===== src/rtl/yuv444_to_yuv422.sv =====
// 4:4:4 to 4:2:2 chroma subsampler: Y every pixel, Cb/Cr alternating per pixel.
// Two register stages; even pixels pair with the following odd pixel inside a DE run.
module yuv444_to_yuv422 #(
  parameter int unsigned C_BPC      = 8,
  parameter int unsigned C_FILTER   = 1,
  parameter int unsigned C_CB_FIRST = 1
) (
  input  logic             CLK_I,
  input  logic             RST_I,
  input  logic             DE_I,
  input  logic             HS_I,
  input  logic             VS_I,
  input  logic [C_BPC-1:0] Y_I,
  input  logic [C_BPC-1:0] U_I,
  input  logic [C_BPC-1:0] V_I,
  output logic             DE_O,
  output logic             HS_O,
  output logic             VS_O,
  output logic [C_BPC-1:0] Y_O,
  output logic [C_BPC-1:0] C_O
);

  localparam logic PH_EVEN = 1'b0;
  localparam logic PH_ODD  = 1'b1;

  logic             phase_q, phase_d;
  logic             odd1_q, odd1_d;
  logic             de1_q, de1_d, hs1_q, hs1_d, vs1_q, vs1_d;
  logic [C_BPC-1:0] y1_q, y1_d, u1_q, u1_d, v1_q, v1_d;

  logic             de_o_q, de_o_d, hs_o_q, hs_o_d, vs_o_q, vs_o_d;
  logic [C_BPC-1:0] y_o_q, y_o_d, c_o_q, c_o_d, held_q, held_d;

  logic [C_BPC-1:0] cb, cr;

  always_comb begin
    phase_d = DE_I ? ((phase_q == PH_EVEN) ? PH_ODD : PH_EVEN) : PH_EVEN;
    odd1_d  = DE_I && (phase_q == PH_ODD);
    de1_d   = DE_I;
    hs1_d   = HS_I;
    vs1_d   = VS_I;
    y1_d    = Y_I;
    u1_d    = U_I;
    v1_d    = V_I;
  end

  // Stage 1 holds the even pixel; the live input is its odd partner when DE_I is high.
  always_comb begin
    if ((C_FILTER != 0) && DE_I) begin
      cb = C_BPC'(({1'b0, u1_q} + {1'b0, U_I} + (C_BPC+1)'(1)) >> 1);
      cr = C_BPC'(({1'b0, v1_q} + {1'b0, V_I} + (C_BPC+1)'(1)) >> 1);
    end else begin
      cb = u1_q;
      cr = v1_q;
    end
  end

  always_comb begin
    de_o_d = de1_q;
    hs_o_d = hs1_q;
    vs_o_d = vs1_q;
    y_o_d  = '0;
    c_o_d  = '0;
    held_d = held_q;
    if (de1_q) begin
      y_o_d = y1_q;
      if (odd1_q) begin
        c_o_d = held_q;
      end else begin
        c_o_d  = (C_CB_FIRST != 0) ? cb : cr;
        held_d = (C_CB_FIRST != 0) ? cr : cb;
      end
    end
  end

  always_ff @(posedge CLK_I or negedge RST_I) begin
    if (!RST_I) begin
      phase_q <= PH_EVEN;
      odd1_q  <= 1'b0;
      de1_q   <= 1'b0;
      hs1_q   <= 1'b0;
      vs1_q   <= 1'b0;
      y1_q    <= '0;
      u1_q    <= '0;
      v1_q    <= '0;
      de_o_q  <= 1'b0;
      hs_o_q  <= 1'b0;
      vs_o_q  <= 1'b0;
      y_o_q   <= '0;
      c_o_q   <= '0;
      held_q  <= '0;
    end else begin
      phase_q <= phase_d;
      odd1_q  <= odd1_d;
      de1_q   <= de1_d;
      hs1_q   <= hs1_d;
      vs1_q   <= vs1_d;
      y1_q    <= y1_d;
      u1_q    <= u1_d;
      v1_q    <= v1_d;
      de_o_q  <= de_o_d;
      hs_o_q  <= hs_o_d;
      vs_o_q  <= vs_o_d;
      y_o_q   <= y_o_d;
      c_o_q   <= c_o_d;
      held_q  <= held_d;
    end
  end

  assign DE_O = de_o_q;
  assign HS_O = hs_o_q;
  assign VS_O = vs_o_q;
  assign Y_O  = y_o_q;
  assign C_O  = c_o_q;

endmodule


===== config.mk =====
export PLATFORM = sky130hd
export DESIGN_NAME = yuv444_to_yuv422
export DESIGN_NICKNAME = d
export VERILOG_FILES = /design/src/rtl/yuv444_to_yuv422.sv
export SDC_FILE = /design/constraint.sdc
export NUM_CORES = 1
export LEC_CHECK = 0
export ABC_AREA = 1
export BUFFER_PORTS_ARGS = -buffer_cell sky130_fd_sc_hd__buf_2
export CAP_MARGIN = 20
export CORE_AREA = 3 3 71 73
export DETAILED_ROUTE_END_ITERATION = 16
export DIE_AREA = 0 0 74 76
export GPL_ROUTABILITY_DRIVEN = 0
export PLACE_DENSITY = 0.89
export SKIP_CTS_REPAIR_TIMING = 1
export SYNTH_ARGS = -nofsm -noshare
export SYNTH_HDL_FRONTEND = slang
export SYNTH_SLANG_ARGS = --single-unit

===== constraint.sdc =====
create_clock -name CLK_I -period 2.9 [get_ports CLK_I]
set_input_delay 0 -clock CLK_I [delete_from_list [all_inputs] [get_ports CLK_I]]
set_output_delay 0 -clock CLK_I [all_outputs]
set_load 0.02 [all_outputs]

==> flow_metrics.env, run 1 <==
export IMPL_core_area_sq_mm=0.004414
export IMPL_synth_area_sq_mm=0.002575
export IMPL_io_pins=48
export IMPL_vias_per_cell=5.167
export IMPL_cts_num_sinks=56
export IMPL_outcome="finished, final reports clean"
export IMPL_n_antenna_cell=0
export IMPL_drt_first_pass_iters=4
export IMPL_syn_nets=324
export IMPL_cts_tree="done"
export IMPL_synth_distinct_cells=31
export IMPL_insertion_delay_ns=0.31
export IMPL_fin_skew_ns=0.01132
export IMPL_min_from="DE_I"
export IMPL_grtUsageTotal_pct=18.52
export IMPL_antenna_found_initial=0
export IMPL_ys_ff_latch=56
export IMPL_vias=2108
export IMPL_slew_viol_final=0
export IMPL_whs_path_depth=1
export IMPL_finalSetupTns_ns=0
export IMPL_grt_overflow_total=0
export IMPL_start_util_pct=58.33
export IMPL_rrSetupSlack_ns=1.19
export IMPL_avgRoutedWirePerCell_um=13.21
export IMPL_power_density_mw_per_mm2=505.5
export IMPL_fin_crit_sh_pct=59.00
export IMPL_holdWs_ns=0.05125
export IMPL_syn_area_per_cell_sq_um=9.229
export IMPL_drive_gt1_share_pct=19.94
export IMPL_irDropWorstVdd_v=0.0002883
export IMPL_clk_pin_slew_ns=0.11
export IMPL_cts_buffer_depth=2
export IMPL_place_hpwl_um=3519
export IMPL_rows=24
export IMPL_fin_util_pct=72.65
export IMPL_drt_iter0_markers=229
export IMPL_cts_buffers=5
export IMPL_dieArea_sq_mm=0.005624
export IMPL_crit_fanout=3
export IMPL_drc=0
export IMPL_wl_um=5390
export IMPL_yosysSeqAreaShare_pct=54.42
export IMPL_worstMarginPinSlew_ns=0.8444
export IMPL_dp_cells=373
export IMPL_final_cells=408
export IMPL_rsz0062_at_grt="false"
export IMPL_r2r_cells=13
export IMPL_ant_nets=0
export IMPL_nFillCells=317
export IMPL_fin_crit_ns=1.711
export IMPL_fp_dieH_um=76
export IMPL_fp_dieW_um=74
export IMPL_final_setup_viol_count=0
export IMPL_hold_viol=0
export IMPL_portBuffers=47
export IMPL_synth_cells=279
export IMPL_cts_htree_levels=2
export IMPL_grt_max_degree=41
export IMPL_cp_arrival_ns=1.96
export IMPL_worstHoldPathType="in2reg"
export IMPL_max_freq_ghz=0.5844
export IMPL_power_leakage_nw=1.743
export IMPL_grt_pass1_wl_um=8314
export IMPL_grt_pass1_vias=2012
export IMPL_start_kind="flop"
export IMPL_worstSetupPathType="reg2reg"
export IMPL_r2r_start="u1_q[0]$_DFF_PN0_"
export IMPL_r2r_end="C_O[7]$_DFF_PN0_"
export IMPL_fin_nets=400
export IMPL_endpoint_kind="flop"
export IMPL_maxSlewHeadroom_pct=43.71
export IMPL_yosysWarnings=0
export IMPL_cts_root_buf="clkbuf_8"
export IMPL_hold_end="de1_q$_DFF_PN0_"
export IMPL_areaGrowthSynthToFinish_pct=24.54
export IMPL_maxCapViolCount=0
export IMPL_crit_required_ns=3.15
==> through the flow <==
step | instance area (sq um) | worst slack, ns | power (mW)
after floorplan | 2575 | 1.440 | 1.075
after global placement | 2845 | 1.367 | 1.156
after detailed placement | 2845 | 1.282 | 1.170
after CTS | 2937 | 1.251 | 1.591
after global routing | 3207 | 1.047 | 1.713
final | 3207 | 1.189 | 1.621
==> power by group <==
part,leakage (nW),internal (mW),switching [mW]
registers,0.676,0.837,0.0285
clock network,0.0485,0.174,0.257
logic,1.02,0.132,0.193
==> cells by family (layout without fill, tap and decap cells) <==
logic type	count (synthesis)	count (layout)	synth area share (%)
AND/OR/NAND/NOR	113	113	19.63
AO/OA/AOI/OAI	41	41	8.698
buffers and inverters	50	127	7.872
adder cells (fa/ha/maj)	16	16	8.358
XOR/XNOR	3	3	1.021
flip-flops	56	56	54.42
==> area by class of cell <==
class	instances	area, sq um	share of cell area, %
sequential	56	1401	43.70
multi-input combinational	173	970.9	30.28
timing repair buffer	75	513.0	16.00
inverter	44	165.2	5.150
clock buffer	5	68.82	2.146
tap	52	65.06	2.029
clock inverter	3	22.52	0.7023
==> worst max-delay path, cell delays in order, from the launching register on <==
cell and delay (ns):
dfrtp_1 0.36, inv_1 0.04, nand2_1 0.10, inv_1 0.07
fa_1 0.36, inv_1 0.07, nand2_1 0.08, nand2_2 0.09
nand3_2 0.08, nand2_1 0.06, nand2_1 0.06, o21ai_1 0.11
nand2_1 0.06, nand2_1 0.10
==> synth_stat cells, drive strengths merged <==
library cell / number / area [sq um]
ha: 14 / 175.2
a21oi: 24 / 123.9
xnor2: 1 / 8.760
nor2: 17 / 92.59
buf: 5 / 33.78
xor2: 2 / 17.52
dfrtp: 56 / 1401
o211ai: 1 / 7.510
a221oi: 1 / 8.760
nand3: 18 / 95.09
nand4: 2 / 12.51
or2: 3 / 18.77
clkbuf: 1 / 3.750
o31ai: 1 / 7.510
nand2: 71 / 271.5
fa: 2 / 40.04
a211oi: 2 / 15.01
inv: 42 / 157.7
o21ai: 11 / 55.05
clkinv: 2 / 7.510
a31oi: 1 / 6.260
nand3b: 2 / 15.01
==> flip-flops by register name, summed over array words and instances (netlist names) <==
name / count
C_O: 8
DE_O: 1
HS_O: 1
VS_O: 1
Y_O: 8
de1_q: 1
held_q: 8
hs1_q: 1
odd1_q: 1
phase_q: 1
u1_q: 8
v1_q: 8
vs1_q: 1
y1_q: 8
==> worst max-delay path by stage <==
stage / from / end / slack, ns / cells after the start
finish: u1_q[0]$_DFF_PN0_ / C_O[7]$_DFF_PN0_ / 1.19 / 13
global route: u1_q[0]$_DFF_PN0_ / C_O[7]$_DFF_PN0_ / 1.05 / 13
CTS: u1_q[0]$_DFF_PN0_ / C_O[7]$_DFF_PN0_ / 1.25 / 13
detailed placement: u1_q[0]$_DFF_PN0_ / C_O[7]$_DFF_PN0_ / 1.28 / 13
global placement: v1_q[0]$_DFF_PN0_ / held_q[5]$_DFFE_PN0P_ / 1.37 / 11
floorplan: u1_q[0]$_DFF_PN0_ / C_O[7]$_DFF_PN0_ / 1.44 / 13
==> layout by cell type, fill, tap and decap left out, types with 2 or more instances in the layout <==
| cell type | netlist | layout |
|---|---|---|
| fa_1 | 2 | 2 |
| inv_2 | 5 | 5 |
| o21ai_0 | 5 | 5 |
| nand2_1 | 69 | 69 |
| or2_1 | 3 | 3 |
| nand2_2 | 2 | 2 |
| a21oi_1 | 23 | 23 |
| ha_1 | 14 | 14 |
| inv_1 | 37 | 37 |
| xor2_1 | 2 | 2 |
| nor2_1 | 11 | 11 |
| o21ai_1 | 6 | 6 |
| nand3_1 | 17 | 17 |
| clkinv_1 | 2 | 2 |
| nand4_1 | 2 | 2 |
| nand3b_1 | 2 | 2 |
| clkbuf_8 | 0 | 5 |
| nor2_2 | 5 | 5 |
| dfrtp_1 | 56 | 56 |
| a211oi_1 | 2 | 2 |
| buf_2 | 3 | 47 |
| dlygate4sd3_1 | 0 | 27 |
==> per-layer routing <==
metal | GRT usage, % | part of all wire [%] | up-vias
li1 | - | - | 1034
met5 | 0 | 0 | -
met2 | 32.27 | 50 | 79
met3 | 3.562 | 6.2 | 19
met1 | 22.24 | 41 | 976
met4 | 6.522 | 3.2 | 0
Power figures use the tool's default switching activity.
==> run 2, diff against run 1 <==
--- a/config.mk
+++ b/config.mk
@@ -8,11 +8,11 @@
 export ABC_AREA = 1
 export BUFFER_PORTS_ARGS = -buffer_cell sky130_fd_sc_hd__buf_2
 export CAP_MARGIN = 20
-export CORE_AREA = 3 3 71 73
+export CORE_AREA = 3 3 73 75
 export DETAILED_ROUTE_END_ITERATION = 16
-export DIE_AREA = 0 0 74 76
+export DIE_AREA = 0 0 76 78
 export GPL_ROUTABILITY_DRIVEN = 0
-export PLACE_DENSITY = 0.89
+export PLACE_DENSITY = 0.85
 export SKIP_CTS_REPAIR_TIMING = 1
 export SYNTH_ARGS = -nofsm -noshare
 export SYNTH_HDL_FRONTEND = slang
==> constraint.sdc (replaced) <==
create_clock -name CLK_I -period 1.6 [get_ports CLK_I]
set_input_delay 0 -clock CLK_I [delete_from_list [all_inputs] [get_ports CLK_I]]
set_output_delay 0 -clock CLK_I [all_outputs]
set_load 0.02 [all_outputs]
==> run 2 against run 1 <==
The flow now finishes with violations (negative setup slack). Combinational power rose by 110%. Sequential share of layout area fell by 3.2 points. Sequential power rose by 82%. Utilization rose by 0.60 points. Worst setup slack got worse by 1.2 ns. Sequential cell count did not move. Wire length rose by 6.1%. First-iteration DRC count rose by 3.9%. Global-route usage fell by 0.42 points. Worst hold slack got worse by 0.033 ns. Final cell count rose by 5.1%. Critical path type unchanged. Critical endpoint is now C_O[6]$_DFF_PN0_. Largest cell class unchanged.
==> flow_metrics.env, run 2 (synthesized netlist as in run 1, its figures left out) <==
export IMPL_rows=25
export IMPL_drc=0
export IMPL_seq_power_share_pct=48.5
export IMPL_final_common_cell="nand2_1"
export IMPL_pwr_share_comb_pct=20.9
export IMPL_crit_required_ns=1.81
export IMPL_fin_nets=406
export IMPL_final_cell_mix="63 x nand2_1, 56 x dfrtp_1, 47 x buf_2"
export IMPL_wl_um=5720
export IMPL_holdWs_ns=0.01835
export IMPL_swShare_pct=26.92
export IMPL_rsz0062_at_grt="true"
export IMPL_r2r_cells=8
export IMPL_crit_top_cell="nand2_1"
export IMPL_r2r_start="u1_q[6]$_DFF_PN0_"
export IMPL_place_hpwl_um=3502
export IMPL_r2r_end="C_O[6]$_DFF_PN0_"
export IMPL_slew_viol_final=0
export IMPL_timing_critical_path_slowest_stage_cell="dfrtp_1"
export IMPL_violations="negative setup slack"
export IMPL_n_antenna_cell=0
export IMPL_grtUsageMet3_pct=4.292
export IMPL_fin_crit_sh_pct=100.3
export IMPL_avgRoutedWirePerCell_um=13.33
export IMPL_maxSlewHeadroom_pct=65.57
export IMPL_cts_num_sinks=56
export IMPL_core_area_sq_mm=0.004723
export IMPL_top_usage_layer="met2"
export IMPL_areaGrowthSynthToFinish_pct=34.35
export IMPL_worstMarginPinSlew_ns=0.5165
export IMPL_worstSetupPathType="reg2reg"
export IMPL_grt_max_degree=57
export IMPL_start_kind="flop"
export IMPL_final_cells=429
export IMPL_dieArea_sq_mm=0.005928
export IMPL_power_density_mw_per_mm2=934.1
export IMPL_fin_skew_ns=0.007356
export IMPL_drt_iter0_markers=238
export IMPL_irDropWorstVdd_v=0.0004655
export IMPL_portBuffers=47
export IMPL_crit_fanout=4
export IMPL_ant_nets=0
export IMPL_vias=2163
export IMPL_antenna_found_initial=0
export IMPL_power_leakage_nw=1.799
export IMPL_outcome="finished, violations left"
export IMPL_use_met1_pct=21.63
export IMPL_worstHoldPathType="in2reg"
export IMPL_rrSetupSlack_ns=-0.005
export IMPL_cts_buffers=5
export IMPL_cp_arrival_ns=1.81
export IMPL_worstSetupEndpoint="C_O[6]$_DFF_PN0_"
export IMPL_cts_buffer_depth=2
export IMPL_vias_per_cell=5.042
export IMPL_drt_first_pass_iters=4
export IMPL_max_freq_ghz=0.6231
export IMPL_gr_usage_met2_pct=31.47
export IMPL_crit_path_max_incr_delay_ns=0.40
export IMPL_start_util_pct=54.52
export IMPL_p_int_mw=2.362
export IMPL_cts_tree="done"
export IMPL_p_clk_share_pct=30.6
export IMPL_cts_htree_levels=2
export IMPL_cp_cell_sequence="ha_1 > nand2_1 > inv_1 > a21oi_2 > nand2_1 > nand2_1 > nand3_1 > a21oi_1"
export IMPL_endpoint_kind="flop"
export IMPL_cts_root_buf="clkbuf_8"
export IMPL_grtUsageTotal_pct=18.10
export IMPL_power_switching_mw=0.8700
export IMPL_io_pins=48
export IMPL_insertion_delay_ns=0.31
export IMPL_worst_slack_ns=-0.004834
export IMPL_maxCapViolCount=0
export IMPL_fp_dieH_um=78
export IMPL_final_setup_viol_count=1
export IMPL_dp_cells=390
export IMPL_drive_gt1_share_pct=28.45
export IMPL_clk_pin_slew_ns=0.10
export IMPL_grt_overflow_total=0
export IMPL_hold_viol=0
export IMPL_grt_pass1_wl_um=8638
export IMPL_grt_pass1_vias=2065
export IMPL_critPathLaunch="u1_q[6]$_DFF_PN0_"
export IMPL_fp_dieW_um=76
export IMPL_fin_crit_ns=1.605
[run 2: cell types whose count changed in the layout (fill, tap and decap cells not counted), sizes merged]
cell and delta:
bufinv +1, clkinv -2, clkbuf +2, buf +6, inv -1
[run 2: worst min path at each step]
stage / start / to / slack [ns] / cells after the start
6_report: DE_I / odd1_q$_DFF_PN0_ / 0.02 / 3
2_1_floorplan: RST_I / C_O[0]$_DFF_PN0_ / -0.30 / 0
4_1_cts: RST_I / Y_O[0]$_DFF_PN0_ / -0.33 / 2
3_5_place_dp: RST_I / Y_O[0]$_DFF_PN0_ / 0.02 / 2
3_3_place_gp: RST_I / Y_O[0]$_DFF_PN0_ / 0.01 / 2
5_1_grt: DE_I / odd1_q$_DFF_PN0_ / 0.03 / 3
[run 2: through the flow]
step           util [%]  cell area, sq um  setup slack [ns]  power, mW  setup TNS [ns]
2_1_floorplan         -              2575            0.1404      1.948               0
3_3_place_gp      61.22              2892           0.07633      2.105               0
3_5_place_dp      61.22              2892          -0.03412      2.129        -0.09923
4_1_cts           63.89              3018          -0.07428      3.108         -0.2238
5_1_grt           73.25              3460          -0.09009      3.402         -0.3279
6_report          73.25              3460         -0.004834      3.232       -0.004834
[run 2: layer usage]
| layer | up-vias | share of wire, % |
|---|---|---|
| met5 | - | 0 |
| met4 | 0 | 2.0 |
| met3 | 12 | 4.9 |
| met2 | 88 | 52 |
| met1 | 1020 | 41 |
| li1 | 1043 | - |
[run 2: layout make-up]
class | instances | area (sq um)
clock buffers | 7 | 96.34
clock inverters | 1 | 30.03
flip-flops and latches | 56 | 1401
multi-input cells | 173 | 1109
inverters | 44 | 165.2
fillers | 315 | 1264
repair buffers | 81 | 574.3
well taps | 67 | 83.83
[run 2: power groups by stage]
stage | registers [mW] | logic, mW | clock network [mW]
after global routing | 1.58 | 0.752 | 1.07
after detailed placement | 1.59 | 0.539 | 0
after global placement | 1.59 | 0.520 | 0
after CTS | 1.56 | 0.542 | 1.00
final | 1.57 | 0.676 | 0.989
after floorplan | 1.62 | 0.323 | 0
[run 2: worst max-delay path: cells and delay by family, from the launching register on]
family                   cells  cell delay [ns]
AO/OA/AOI/OAI                2             0.39
adder cells (fa/ha/maj)      1             0.35
buffers and inverters        1             0.06
flip-flops                   1             0.40
AND/OR/NAND/NOR              4             0.31
